`config.mk`:
```
export PLATFORM = sky130hd
export DESIGN_NAME = exp4_unidade_controle
export DESIGN_NICKNAME = d
export VERILOG_FILES = /design/src/rtl/exp4_unidade_controle.sv
export SDC_FILE = /design/constraint.sdc
export NUM_CORES = 1
export LEC_CHECK = 0
export BUFFER_PORTS_ARGS = -buffer_cell sky130_fd_sc_hd__clkbuf_2
export CORE_AREA = 2 2 39 41
export DETAILED_ROUTE_END_ITERATION = 7
export DIE_AREA = 0 0 41 43
export PLACE_DENSITY = 0.69
export REMOVE_ABC_BUFFERS = 1
export SYNTH_ARGS = -nofsm -noshare
export SYNTH_HDL_FRONTEND = slang
export SYNTH_SLANG_ARGS = --single-unit
```
`constraint.sdc`:
```
create_clock -name clock -period 1.65 [get_ports clock]
set_input_delay 0.165 -clock clock [delete_from_list [all_inputs] [get_ports clock]]
set_output_delay 0.165 -clock clock [all_outputs]
set_load 0.05 [all_outputs]
```
`src/rtl/exp4_unidade_controle.sv`:
```
// Control unit for the memory game: a Moore FSM whose outputs are registered together with the state.
// Optional play timeout is enabled with the EXP4_TIMEOUT_EN macro.
module exp4_unidade_controle (
    input  logic       clock,
    input  logic       reset,
    input  logic       iniciar,
    input  logic       igual,
    input  logic       fimC,
    input  logic       jogada_feita,
    input  logic       controle_timeout,
    output logic       zeraC,
    output logic       contaC,
    output logic       zeraR,
    output logic       registraR,
    output logic       pronto,
    output logic       acertou,
    output logic       errou,
    output logic       timeout,
    output logic [3:0] db_estado
);

    typedef enum logic [3:0] {
        INICIAL       = 4'h0,
        PREPARACAO    = 4'h1,
        ESPERA_JOGADA = 4'h3,  // datapath counts the timeout only in this code
        REGISTRA      = 4'h4,
        COMPARACAO    = 4'h5,
        PROXIMO       = 4'h6,
        FIM_ACERTOU   = 4'hA,
        FIM_TIMEOUT   = 4'hD,
        FIM_ERROU     = 4'hE
    } state_t;

    state_t state_reg;
    state_t state_next;

`ifndef EXP4_TIMEOUT_EN
    logic unused_timeout_in;
    assign unused_timeout_in = controle_timeout;
`endif

    // Output word order: {zeraC, contaC, zeraR, registraR, pronto, acertou, errou, timeout}
    function automatic logic [7:0] decode_outputs(input state_t s);
        logic [7:0] o;
        o = 8'b0000_0000;
        case (s)
            PREPARACAO:  o = 8'b1010_0000;
            REGISTRA:    o = 8'b0001_0000;
            PROXIMO:     o = 8'b0100_0000;
            FIM_ACERTOU: o = 8'b0000_1100;
            FIM_ERROU:   o = 8'b0000_1010;
`ifdef EXP4_TIMEOUT_EN
            FIM_TIMEOUT: o = 8'b0000_1001;
`endif
            default:     o = 8'b0000_0000;
        endcase
        return o;
    endfunction

    always_comb begin
        state_next = INICIAL;
        case (state_reg)
            INICIAL:       state_next = iniciar ? PREPARACAO : INICIAL;
            PREPARACAO:    state_next = ESPERA_JOGADA;
            ESPERA_JOGADA: begin
                if (jogada_feita)
                    state_next = REGISTRA;
`ifdef EXP4_TIMEOUT_EN
                else if (controle_timeout)
                    state_next = FIM_TIMEOUT;
`endif
                else
                    state_next = ESPERA_JOGADA;
            end
            REGISTRA:      state_next = COMPARACAO;
            COMPARACAO: begin
                if (!igual)
                    state_next = FIM_ERROU;
                else if (fimC)
                    state_next = FIM_ACERTOU;
                else
                    state_next = PROXIMO;
            end
            PROXIMO:       state_next = ESPERA_JOGADA;
            FIM_ACERTOU:   state_next = iniciar ? PREPARACAO : FIM_ACERTOU;
            FIM_ERROU:     state_next = iniciar ? PREPARACAO : FIM_ERROU;
`ifdef EXP4_TIMEOUT_EN
            FIM_TIMEOUT:   state_next = iniciar ? PREPARACAO : FIM_TIMEOUT;
`endif
            default:       state_next = INICIAL;
        endcase
    end

    // Outputs are decoded from the next state so they line up with the registered state.
    always_ff @(posedge clock) begin
        if (reset) begin
            state_reg <= INICIAL;
            {zeraC, contaC, zeraR, registraR, pronto, acertou, errou, timeout} <= 8'b0000_0000;
        end else begin
            state_reg <= state_next;
            {zeraC, contaC, zeraR, registraR, pronto, acertou, errou, timeout} <= decode_outputs(state_next);
        end
    end

    assign db_estado = state_reg;

endmodule

```
# Yosys cells after proc, flatten, opt, wreduce, memory -nomap -nowiden

Cells that the tools add are included.

Reductions and logical operators: 2
Equality and inequality tests: 12
Muxes and demuxes: 8

Operators with widths:

| cell                                                                  | count |
|---|---|
| 8-bit case mux with 5 select lines                                    | 1 |
| 4-bit case mux with 7 select lines                                    | 1 |
| 4-bit by 3-bit equality test with 1-bit output, second input constant | 5 |
| 4-bit equality test, second input constant                            | 4 |
| 4-bit 2-to-1 mux                                                      | 4 |
| 4-bit by 1-bit equality test with 1-bit output, second input constant | 2 |
| 4-bit by 2-bit equality test with 1-bit output, second input constant | 1 |
| 4-bit zero test                                                       | 1 |
| 3-bit 2-to-1 mux                                                      | 1 |
| 2-bit OR reduction                                                    | 1 |
| 1-bit 2-to-1 mux                                                      | 1 |

Word-level logic and storage cells: 31
Flip-flop bits (word level): 12
Output and inout bits: 12

# Longest topological paths before layout

Gate-level depths: netlist of the first run.

Depth after elaboration: 5
Gate-level depth with buffers: 5
Gate-level depth less buffers: 4

# Worst setup path after synthesis of the first run

Ideal clock, no wire load.

Path type: register -> register
Start point: reg state_reg[3], in the netlist db_estado[3]
End point: reg zeraC
Path buffers: 1
Clock period less this slack: 1.682 ns
Library setup time: 0.117 ns
Arrival: 1.565 ns
Path slack: -0.032 ns
Cell stages (with the launch flop): 6
Path through: dfxtp_1 buf_2 and4bb_1 o21ai_1 o21a_1 and4bb_1

Longest elaborated chain between the ends: 5
Elaborated cells between the ends (all ways): 16
Those cells by class: 12 x eq/ne; 2 x mux; 2 x reduce/logical

Ends and longest elaborated chain:

| what                                                                                                                    | line | source |
|---|---|---|
| start, declared                                                                                                         | 34   | `state_t state_reg;` |
| start signal, assigned                                                                                                  | 100  | `state_reg <= state_next;` |
| 4-bit by 3-bit equality test with 1-bit output / 4-bit by 1-bit equality test with 1-bit output (equally long branches) | 62   | `case (state_reg)` |
| 2-bit OR reduction (no line)                                                                                            | -    |  |
| 4-bit case mux with 7 select lines *                                                                                    | 62   |  |
| 4-bit equality test (tied with other cells)                                                                             | 46   | `case (s)` |
| 8-bit case mux with 5 select lines *                                                                                    | 46   |  |
| end signal, assigned                                                                                                    | 101  | `{zeraC, contaC, zeraR, registraR, pronto, acertou, errou, timeout} <= decode_outputs(state_next);` |
| end, declared                                                                                                           | 11   | `output logic zeraC,` |

Mark *: on every way between the ends. The rest lies on a longest branch, timed or not.
A chain may end at the register's enable or synchronous reset.

# Worst setup path after layout of the first run

Start point: reg state_reg[0], in the netlist db_estado[0]
End point: reg zeraC

The elaborated chain is that of the path after synthesis.

==> run_results.csv, run 1 <==
group,metric,value,unit
finish,final_cell_mix,"sky130_fd_sc_hd__clkbuf_2 (16), sky130_fd_sc_hd__dfxtp_1 (10), sky130_fd_sc_hd__nand2b_1 (5), sky130_fd_sc_hd__nor2_1 (4)",
logic_synthesis,synth_seq_area_share,0.405,
finish,num-fill-cells,149,
global_routing,globalRoute.totalOverflow,0,
detailed_routing,drt_iter0_drc,7,
finish,most_common_cell_after_layout_fill_and_taps_aside,"sky130_fd_sc_hd__clkbuf_2",
detailed_routing,drc_errors,0,
worst_setup_path,critical_path_required,1800,ps
power_and_ir_drop,ir_drop,0.426,mV
global_routing,antenna_found_initial,0,
worst_setup_path,critical_path.max_stage_delay,460,ps
detailed_routing,vias,403,
worst_setup_path,critical_path.cell_chain,"nor2b_1 -> nand3_1 -> o21a_1 -> and4bb_1",
power_and_ir_drop,total_power,0.605,mW
logic_synthesis,synth.distinct_cells,26,
finish,nNetsFinal,75,
detailed_routing,routed_wl,913,um
clocking,clk-insertion-delay-late,250,ps
global_routing,grt_max_degree,12,
clocking,path_clk_slew,60,ps
sta,tns,0,ps
clocking,clock_sinks,10,
detailed_routing,number_of_optimization_iterations_in_the_first_detailed_route_pass,3,
global_routing,grt_first_pass_wirelength,1.50,mm
clocking,h-tree-depth,1,
finish,layout-drive-gt1-share,0.333,
logic_synthesis,library_cell_occupying_the_most_area_in_the_post_synthesis_netlist,"sky130_fd_sc_hd__dfxtp_1",
logic_synthesis,muxShareOfSynthArea,0.0203,
worst_setup_path,start_kind,"flip-flop",
clocking,cts-root-buf,"sky130_fd_sc_hd__clkbuf_4",
finish,layout.area.seq,200,um^2
finish,area_growth_syn_to_layout,18.5,%
die,placementRows,14,
clocking,post_cts.resized_instances,0,
worst_setup_path,crit_path_end_kind,"flip-flop",
clocking,cts-hold-fix-buffers,0,
die,core,1380,um^2
die,fp.dieArea,1760,um^2
outcome,outcome,"finished, final reports clean",
detailed_routing,drt-wirelength-per-cell,11.1,um
logic_synthesis,post_synth_and_or_nand_nor_area_fraction,0.306,
global_routing,number_of_global_route_vias_before_repair,350,
logic_synthesis,largest_family_of_logic_cells_by_synthesized_area,"simple AND/OR/NAND/NOR gates",
clocking,cts.path.max_buffers,2,
min_path,timing.hold.worst.class,"input pin to flip-flop",
placed_design,gp_congestion,0.652,
worst_setup_path,criticalPathCategory,"flip-flop to flip-flop",
logic_synthesis,synth.ff_latch_count,10,
sta,clock-skew-final,2.32,ps
sta,hold_violation_count_in_the_final_report,0,
finish,multi_input_area,259,um^2
worst_setup_path,cpMaxStageDelayCell,"sky130_fd_sc_hd__dfxtp_1",
logic_synthesis,synth.top_cells.by_area,"sky130_fd_sc_hd__dfxtp_1 (41%), sky130_fd_sc_hd__nand2b_1 (6.3%), sky130_fd_sc_hd__and4bb_1 (5.1%), sky130_fd_sc_hd__nor4_2 (5.1%), sky130_fd_sc_hd__nor2b_1 (3.8%)",
logic_synthesis,synthAdderAreaFrac,0,
logic_synthesis,syn_inst,51,
logic_synthesis,syn_area_per_cell,9.69,um^2
sta,rsz0062_at_grt,"false",
clocking,clock_tree_from_tritoncts,"done",
sta,timing.final.crit_share,0.894,
sta,post-route-min-period,1480,ps
detailed_routing,via_per_inst,4.91,
die,design.portCount,19,
worst_setup_path,largest_fanout_on_the_critical_path,8,
sta,max_clock_freq,678,MHz
logic_synthesis,synth.yosys.warnings,0,
logic_synthesis,mappedNetlistArea,494,um^2
logic_synthesis,area_fraction_of_the_dominant_cell_type_after_synthesis,0.405,
logic_synthesis,synth-compound-area-share,0.190,
power_and_ir_drop,leakagePower,0.259,nW
placed_design,place.port_buffers,16,
sta,setup_ws,174,ps
sta,setup_viol,0,
detailed_routing,detail_route_antenna_nets,0,
die,initial_core_util,0.357,
placed_design,post-place-ws,193,ps
job,cap_violations,0,
global_routing,gr-usage-all-layers,0.128,
clocking,post-cts-setup-buffers,0,
finish,antenna-diode-count,0,
power_and_ir_drop,power_density,1030,nW/um^2
die,fp.dieW,41,um
clocking,number_of_buffers_created_by_cts,3,
die,fp.dieH,43,um
logic_synthesis,post_synth_xor_area_fraction,0,
sta,maxSlewViolCount,0,
worst_setup_path,worst_ep_arrival_time,1620,ps
[worst max-delay path: cells and delay by family, from the launching register on]
kind	cells	cell delay (ps)
DFF	1	460
AOI/OAI and AO/OA	1	260
and+or+nand+nor	3	650
[Yosys cell counts (all sizes together)]
cell / instances
nor3b: 1
a211o: 1
or2: 1
a311oi: 1
nor2: 4
o21ai: 3
and4bb: 2
a41oi: 1
o21a: 2
a21boi: 1
o211ai: 1
nor3: 1
dfxtp: 10
mux2i: 1
a21o: 2
conb: 1
nor2b: 3
inv: 1
and2b: 1
nand3: 2
nor4: 2
buf: 4
nand2b: 5
[sequential cells by signal (all words and copies together), names as in the netlist]
name,cells
errou,1
acertou,1
pronto,1
zeraC,1
registraR,1
db_estado,4
contaC,1
[through the flow]
step / instance area, um^2 / utilization / std cells / hold slack, ps
CTS: 586 / 0.423 / 82 / 382
global placement: 563 / 0.407 / 79 / 635
detailed placement: 563 / 0.407 / 79 / 650
finish: 586 / 0.423 / 82 / 383
floorplan: 463 / - / 47 / 480
global route: 586 / 0.423 / 82 / 418
[metal layers]
metal	vias up	GRT usage	wire (um)
met2	11	0.194	447
li1	207	-	-
met4	0	0.0800	0
met5	-	0	0
met1	185	0.143	420
met3	0	0.0471	44
[report_power, final]
part,leakage [nW],switching (mW),internal (mW)
Sequential,0.0812,0.0179,0.255
Clock,0.0138,0.0706,0.0835
Combinational,0.164,0.122,0.0566
[final timing paths]
path / from / endpoint / cells after the start / slack (ps)
worst min-delay path: igual / db_estado[3] / 4 / 380
worst max register to register: db_estado[0] / zeraC / 4 / 170
worst max-delay path: db_estado[0] / zeraC / 4 / 170
worst min register to register: db_estado[1] / db_estado[3] / 3 / 770
[cells by family after synthesis]
family	Yosys count
compound gates	12
buf+inv	5
flops	10
mux	1
other cells	1
simple gates	22
[area by class of cell]
cell class,instances,share of cell area
Timing Repair Buffer,16,0.137
Clock buffer,3,0.0385
Inverter,1,0.00641
Multi-Input combinational cell,36,0.442
Sequential cell,10,0.342
Tap cell,16,0.0342
No activity file was read; power rests on OpenSTA's default activity.
==> run 2, diff against run 1 <==
SETUP_SLACK_MARGIN = 0.4   (was default)
==> run 2 against run 1 <==
Net effect: global-route usage rose by 1.8 points; sequential share of layout area fell by 2.1 points; non-clock buffer count rose by 3; critical path type unchanged; critical endpoint unchanged.
==> run_results.csv, run 2 (synthesis results as in run 1) <==
group,metric,value,unit
outcome,outcome,"finished, final reports clean",
worst_setup_path,critical_path.max_stage_delay,380,ps
clocking,h-tree-depth,1,
finish,layout-drive-gt1-share,0.529,
detailed_routing,via_per_inst,4.90,
worst_setup_path,ff2ff_setup_slack,330,ps
worst_setup_path,timing.reg2reg.worst_path_depth,5,
worst_setup_path,worstReg2RegStart,"db_estado[0]",
finish,final_area,662,um^2
finish,layout.area.seq,213,um^2
min_path,timing.hold.worst.class,"input pin to flip-flop",
die,design.portCount,19,
finish,final_cell_mix,"sky130_fd_sc_hd__clkbuf_2 (16), sky130_fd_sc_hd__dfxtp_1 (6), sky130_fd_sc_hd__nand2b_1 (5), sky130_fd_sc_hd__nor2_1 (4)",
clocking,clock_sinks,10,
min_path,timing.hold.worst_endpoint,"registraR",
finish,largest_register_ffs,4,
sta,setup_ws,330,ps
global_routing,gr-usage-all-layers,0.146,
finish,multi_input_area,300,um^2
clocking,number_of_buffers_created_by_cts,3,
finish,antenna-diode-count,0,
die,core,1380,um^2
sta,maxSlewViolCount,0,
finish,area_growth_syn_to_layout,33.9,%
placed_design,gp_congestion,0.652,
worst_setup_path,largest_fanout_on_the_critical_path,8,
worst_setup_path,start_kind,"flip-flop",
finish,most_common_cell_after_layout_fill_and_taps_aside,"sky130_fd_sc_hd__clkbuf_2",
finish,nNetsFinal,79,
detailed_routing,detail_route_antenna_nets,0,
worst_setup_path,cpMaxStageDelayCell,"sky130_fd_sc_hd__dfxtp_4",
clocking,cts-root-buf,"sky130_fd_sc_hd__clkbuf_4",
die,fp.dieH,43,um
die,fp.dieArea,1760,um^2
finish,num-fill-cells,137,
clocking,cts-hold-fix-buffers,0,
sta,clock-skew-final,3.67,ps
global_routing,number_of_global_route_vias_before_repair,381,
die,placementRows,14,
sta,post-route-min-period,1320,ps
detailed_routing,number_of_optimization_iterations_in_the_first_detailed_route_pass,2,
die,fp.dieW,41,um
global_routing,grt_first_pass_wirelength,1.67,mm
placed_design,place.port_buffers,16,
min_path,hold_start,"reset",
placed_design,post-place-ws,193,ps
worst_setup_path,critical_path_required,1800,ps
worst_setup_path,criticalPathCategory,"flip-flop to flip-flop",
sta,setup_viol,0,
die,initial_core_util,0.357,
placed_design,dpl_cell_area,563,um^2
min_path,hold-path-cell-count,3,
worst_setup_path,worst_ep_arrival_time,1470,ps
clocking,path_clk_slew,60,ps
detailed_routing,drt-wirelength-per-cell,12.5,um
sta,rsz0062_at_grt,"true",
clocking,cts.path.max_buffers,2,
sta,timing.final.crit_share,0.800,
detailed_routing,drt_iter0_drc,3,
worst_setup_path,critical_path.cell_chain,"and2b_1 -> buf_4 -> nand3_1 -> o211ai_1 -> and4bb_1",
sta,max_clock_freq,758,MHz
sta,hold_violation_count_in_the_final_report,0,
power_and_ir_drop,ir_drop,0.441,mV
worst_setup_path,worst_r2r_end,"zeraC",
power_and_ir_drop,leakagePower,0.287,nW
detailed_routing,routed_wl,1.08,mm
power_and_ir_drop,power_density,948,nW/um^2
detailed_routing,vias,421,
clocking,clk-insertion-delay-late,260,ps
job,cap_violations,0,
global_routing,grt_max_degree,12,
global_routing,globalRoute.totalOverflow,0,
worst_setup_path,crit_path_end_kind,"flip-flop",
detailed_routing,drc_errors,0,
clocking,clock_tree_from_tritoncts,"done",
global_routing,antenna_found_initial,0,
## run 2: what timing repair did
item | 4_1_cts | 5_1_grt
setup endpoints to repair | 11 | 7
pin swaps | 4 | 2
resized for setup | 11 | 6
buffers inserted | 2 | 1
endpoints found under the hold margin | 0 | 0
gates cloned | 1 | 0
## run 2: how the worst max path moves through the flow
stage | from | end | cells after the start
2_1_floorplan | db_estado[0] | zeraC | 4
3_3_place_gp | db_estado[3] | contaC | 4
3_5_place_dp | db_estado[0] | contaC | 4
4_1_cts | db_estado[0] | zeraC | 4
5_1_grt | db_estado[0] | registraR | 4
6_report | db_estado[0] | zeraC | 5
## run 2: layout make-up
| type | count | area share |
|---|---|---|
| inverters | 1 | 0.00567 |
| multi-input cells | 37 | 0.454 |
| well taps | 16 | 0.0302 |
| repair buffers | 19 | 0.155 |
| flip-flops and latches | 10 | 0.321 |
| clock buffers | 3 | 0.0340 |
## run 2: metrics by stage
step	TNS, ps	cells	util	hold WS, ps	power, mW
6_report	0	86	0.478	245	0.628
5_1_grt	0	86	0.478	224	0.667
4_1_cts	0	85	0.456	223	0.627
3_5_place_dp	0	79	0.407	650	0.455
3_3_place_gp	0	79	0.407	635	0.452
2_1_floorplan	-5.95	47	-	480	0.416
## run 2: critical path: cells and delay by family, from the launching register on
kind,cells,cell delay [ps]
AO/OA/AOI/OAI,1,180
AND/OR/NAND/NOR,3,520
flip-flops,1,380
buffers and inverters,1,140
## run 2: per-layer routing
metal  vias up  routed length, um  global-route usage
met3         0                 50              0.0471
met2        11                591               0.250
met5         -                  0                   0
met4         0                  0              0.0800
met1       189                433               0.143
li1        221                  -                   -
## run 2: report_power, final
group	total, mW	internal (mW)	leakage [nW]	switching [mW]
clock network	0.156	0.0836	0.0138	0.0719
registers	0.272	0.254	0.0838	0.0177
logic	0.200	0.0727	0.189	0.127
